## src/rtl/pmem_arbiter.sv

```systemverilog
// Arbitrates the single physical-memory line port between the I-cache and the D-cache.
// D-cache has priority; a saturating starvation counter forces a waiting fetch through.
module pmem_arbiter #(
    parameter int ADDR_WIDTH   = 16,
    parameter int LINE_WIDTH   = 128,
    parameter int STARVE_LIMIT = 4
) (
    input  logic                  clk,
    input  logic                  rst_n,

    input  logic                  i_read,
    input  logic [ADDR_WIDTH-1:0] i_address,
    output logic [LINE_WIDTH-1:0] i_rdata,
    output logic                  i_resp,

    input  logic                  d_read,
    input  logic                  d_write,
    input  logic [ADDR_WIDTH-1:0] d_address,
    input  logic [LINE_WIDTH-1:0] d_wdata,
    output logic [LINE_WIDTH-1:0] d_rdata,
    output logic                  d_resp,

    output logic                  pmem_read,
    output logic                  pmem_write,
    output logic [ADDR_WIDTH-1:0] pmem_address,
    output logic [LINE_WIDTH-1:0] pmem_wdata,
    input  logic [LINE_WIDTH-1:0] pmem_rdata,
    input  logic                  pmem_resp
);

    localparam int CNT_W = 4;
    localparam logic [CNT_W-1:0] LIMIT = CNT_W'(STARVE_LIMIT);

    typedef enum logic [1:0] {
        IDLE    = 2'd0,
        SERVE_I = 2'd1,
        SERVE_D = 2'd2
    } state_t;

    state_t                  state_q, state_d;
    logic [CNT_W-1:0]        starve_cnt_q, starve_cnt_d;
    logic                    pmem_read_q, pmem_read_d;
    logic                    pmem_write_q, pmem_write_d;
    logic [ADDR_WIDTH-1:0]   pmem_address_q, pmem_address_d;
    logic [LINE_WIDTH-1:0]   pmem_wdata_q, pmem_wdata_d;
    logic                    d_req;

    always_ff @(posedge clk) begin
        if (!rst_n) begin
            state_q        <= IDLE;
            starve_cnt_q   <= '0;
            pmem_read_q    <= 1'b0;
            pmem_write_q   <= 1'b0;
            pmem_address_q <= '0;
            pmem_wdata_q   <= '0;
        end else begin
            state_q        <= state_d;
            starve_cnt_q   <= starve_cnt_d;
            pmem_read_q    <= pmem_read_d;
            pmem_write_q   <= pmem_write_d;
            pmem_address_q <= pmem_address_d;
            pmem_wdata_q   <= pmem_wdata_d;
        end
    end

    always_comb begin
        state_d        = state_q;
        starve_cnt_d   = starve_cnt_q;
        pmem_read_d    = pmem_read_q;
        pmem_write_d   = pmem_write_q;
        pmem_address_d = pmem_address_q;
        pmem_wdata_d   = pmem_wdata_q;
        d_req          = d_read | d_write;

        case (state_q)
            IDLE: begin
                // Fetch wins only when alone or when the D side has used up its run.
                if (i_read && (!d_req || starve_cnt_q >= LIMIT)) begin
                    state_d        = SERVE_I;
                    starve_cnt_d   = '0;
                    pmem_address_d = i_address;
                    pmem_read_d    = 1'b1;
                    pmem_write_d   = 1'b0;
                end else if (d_req) begin
                    state_d        = SERVE_D;
                    if (i_read && starve_cnt_q < LIMIT) begin
                        starve_cnt_d = starve_cnt_q + 1'b1;
                    end
                    pmem_address_d = d_address;
                    pmem_wdata_d   = d_wdata;
                    pmem_read_d    = d_read & ~d_write;
                    pmem_write_d   = d_write;
                end
            end
            SERVE_I, SERVE_D: begin
                if (pmem_resp) begin
                    state_d      = IDLE;
                    pmem_read_d  = 1'b0;
                    pmem_write_d = 1'b0;
                end
            end
            default: begin
                state_d      = IDLE;
                pmem_read_d  = 1'b0;
                pmem_write_d = 1'b0;
            end
        endcase
    end

    // Responses are qualified by rst_n so an abandoned transaction never completes.
    assign i_resp       = rst_n & (state_q == SERVE_I) & pmem_resp;
    assign d_resp       = rst_n & (state_q == SERVE_D) & pmem_resp;
    assign i_rdata      = pmem_rdata;
    assign d_rdata      = pmem_rdata;
    assign pmem_read    = pmem_read_q;
    assign pmem_write   = pmem_write_q;
    assign pmem_address = pmem_address_q;
    assign pmem_wdata   = pmem_wdata_q;

endmodule

```

## config.mk

```make
export PLATFORM = sky130hd
export DESIGN_NAME = pmem_arbiter
export DESIGN_NICKNAME = d
export VERILOG_FILES = /design/src/rtl/pmem_arbiter.sv
export SDC_FILE = /design/constraint.sdc
export NUM_CORES = 1
export LEC_CHECK = 0
export BUFFER_PORTS_ARGS = -buffer_cell sky130_fd_sc_hd__buf_4
export CORE_AREA = 10 10 265 267
export CTS_CLUSTER_DIAMETER = 80
export DETAILED_ROUTE_END_ITERATION = 10
export DIE_AREA = 0 0 275 277
export PLACE_DENSITY = 0.44
export SLEW_MARGIN = 5
export SYNTH_ARGS = -nofsm -noshare
export SYNTH_HDL_FRONTEND = slang
export SYNTH_SLANG_ARGS = --single-unit
```

## constraint.sdc

```tcl
create_clock -name clk -period 1.75 [get_ports clk]
set_input_delay 0.175 -clock clk [delete_from_list [all_inputs] [get_ports clk]]
set_output_delay 0.175 -clock clk [all_outputs]
set_load 0.02 [all_outputs]
```

==> metrics <==
slowest stage delay, CP approximately 0.56 ns; Longest Clk Path Bufs 2; clock slew at reported path FFs 0.07 ns; synthesized area per cell 8.56 sq um; syn nets 1,251; R2R depth 6; crit path from d_write; DP HPWL 20,400 um; Clock Latency Late Sink 0.47 ns; Die ar. ~76,000 sq um; R2R Setup Slk 0.16 ns; Buffers on Ports 313; HP Class in -> reg; Layout area overhead 43.0%; unrepaired setup endpoints after global routing no; Final Hold Viols 0; crit path to pmem_wdata[101]; Post-synth EDFFs 0; top post-synthesis cells by count 294 x nand2_1, 258 x buf_4, 152 x dfxtp_1; #FFs+latches synth between 150 and 200; ys async rst share 0; Warnings, synthesis 0; clock root buffer clkbuf_16; Final min period 1.65 ns; CTS tree built; grt ovf 0; Final #Nets 1,448; run status finished, final reports clean; routability cong. just over 0.7; Crit. End Element flip-flop; Final setup viols 0; TritonCTS buffer count 17; switching share of power 0.295; worst-path fanout max 71; Seq pwr share 0.361; final setup TNS 0 ns; total net switching power 3.24 mW; Worst EP required approximately 2.2 ns; Crit Path Category in -> reg; Power Total 11.0 mW; Die Y 277 um; Area contributors post-synth dfxtp_1 37%, buf_4 24%, nand2_1 14%, a21boi_2 6.9%, a21boi_1 6.4%; largest net degree at the start of global routing roughly 70; M3 GR Usage 0.0473; drt initial violations approximately 320; std cell rows 94; Synth Area in Simple Gates 0.150; Slew HR 0.685; layout cell share with drive strength beyond 1 0.355; ant diodes 0; post-synthesis sequential area ratio 0.373; clk_skew 0.0147 ns; boundary pin count 698; Sink Count 152; Yosys cell types 35; fmax 606 MHz; mux cell area share after synthesis 0.00123; Compound-Gate Fraction of Synth Area 0.180; Routed Antenna Nets 0; Comb pwr share 0.241; GRT Total Usage 0.0723; Worst R2R End pmem_wdata[62]; drt drc 0; WL final 28,100 um; Synth area leader dfxtp_1; Post-CTS Setup Repair Bufs 0; startpoint types input port; met2 Track Usage GR 0.112; initial antenna violation count 1; largest family of logic cells by synthesized area buffers and inverters; critical path arrival a little over 2 ns; first-pass GRT wire length 42,200 um; Slew Limit Fails 0; grt peak-use layer met2; met1 Usage GRT 0.0706; Routed WL per cell 13.9 um; worst-margin pin slew 0.471 ns; PwrDens 943 nW/um^2; DR pass1 iterations 6; H-Tree Depth 4; peak supply drop 0.691 mV; Via-to-Cell Ratio 3.23; vias in the first global route 7,002; Post-Synth Adder-Cell Area 0.00613; Power Internal 7.76 mW; crit-path cells dlygate4sd3_1, buf_4, or2_1, nand3_4, buf_12, nand2_1, a21boi_2; most numerous cell in the Yosys netlist nand2_1; Most used DFF post-synth dfxtp_1; Synth Area in XOR/XNOR 0; Leak Pwr between 4 and 5 nW; max-cap violations 0; clock group share of total power 0.398; Worst path slowest cell dlygate4sd3_1; worst reg2reg path startpoint state_q[0]; Core Area 65,200 sq um; chip width approximately 280 um; Synth top area share 0.373; starting density of the core 0.125; Final Cycle Share 0.944; synthesized area 8160 sq um; via count ~6,500; Post-Syn Instances 953
## through the flow
step | worst slack, ns | cells | hold slack (ns) | area (sq um) | util
2_1_floorplan | 0.369 | 953 | 0.310 | 8160 | -
3_3_place_gp | 0.172 | 1835 | 0.350 | 9400 | 0.144
3_5_place_dp | 0.163 | 1835 | 0.350 | 9400 | 0.144
4_1_cts | 0.0248 | 2027 | 0.000877 | 11700 | 0.179
5_1_grt | 0.0282 | 2027 | 0.0122 | 11700 | 0.179
6_report | 0.0988 | 2027 | 0.0756 | 11700 | 0.179
## routing by layer
metal  wire length [um]  vias to the layer above
met5                  0                        -
met4               1240                        0
li1                   -                     3176
met1              10400                     2877
met3               3730                       85
met2              12800                      404
## logic make-up after synthesis
logic type / Yosys count
buffers and inverters: 310
and+or+nand+nor: 312
DFF: 152
muxes: 1
AOI/OAI and AO/OA: 174
adders and majority gates: 4
## placed cells by master (no fill, tap or decap), types with 3 or more instances in the layout
master and n:
dfxtp_1 151, clkbuf_1 3, bufinv_16 6, nor2b_1 3
nand2_1 294, a21boi_1 70, and3_1 3, a31oi_1 16
a21boi_0 12, o21ai_0 16, ha_1 4, dlygate4sd3_1 160
buf_12 5, a21boi_2 50, clkbuf_16 17, buf_4 321
## how the worst min path moves through the flow
stage               depth (start not counted)       startpoint              end
floorplan                                   2     d_wdata[108]  pmem_wdata[108]
global placement                            0  pmem_rdata[114]     d_rdata[114]
detailed placement                          0  pmem_rdata[114]     d_rdata[114]
CTS                                         3     d_address[8]  pmem_address[8]
global route                                3     d_address[8]  pmem_address[8]
finish                                      3     d_address[8]  pmem_address[8]
## flip-flops by register name, summed over array words and instances (netlist names)
name,count
pmem_wdata,128
pmem_address,16
starve_cnt_q,4
state_q,2
pmem_read,1
pmem_write,1
## power groups by stage
stage | logic (mW) | clock network, mW | registers, mW
2_1_floorplan | 1.87 | 0 | 4.42
3_3_place_gp | 2.40 | 0 | 4.04
3_5_place_dp | 2.41 | 0 | 4.05
4_1_cts | 2.71 | 4.65 | 3.98
5_1_grt | 2.89 | 4.77 | 4.02
6_report | 2.65 | 4.38 | 3.97
## area by class of cell
cell class / count / area [sq um]
sequential: 152 / 3040
tap: 864 / 1080
multi-input combinational: 491 / 2760
clock inverter: 11 / 218
inverter: 2 / 7.51
clock buffer: 21 / 450
timing repair buffer: 486 / 4110
fill: 7260 / 53500
## critical path: cells and delay by family
family	cells	cell delay, ns
AND/OR/NAND/NOR	3	0.63
AO/OA/AOI/OAI	1	0.14
buffers and inverters	3	0.97
## repair_timing
action / CTS / global route
hold buffers: 160 / 0
endpoints found under the hold margin: 145 / 0
resized for setup: 0 / 1
endpoints found under the setup margin: 0 / 1
(Power assumes the default switching activity.)
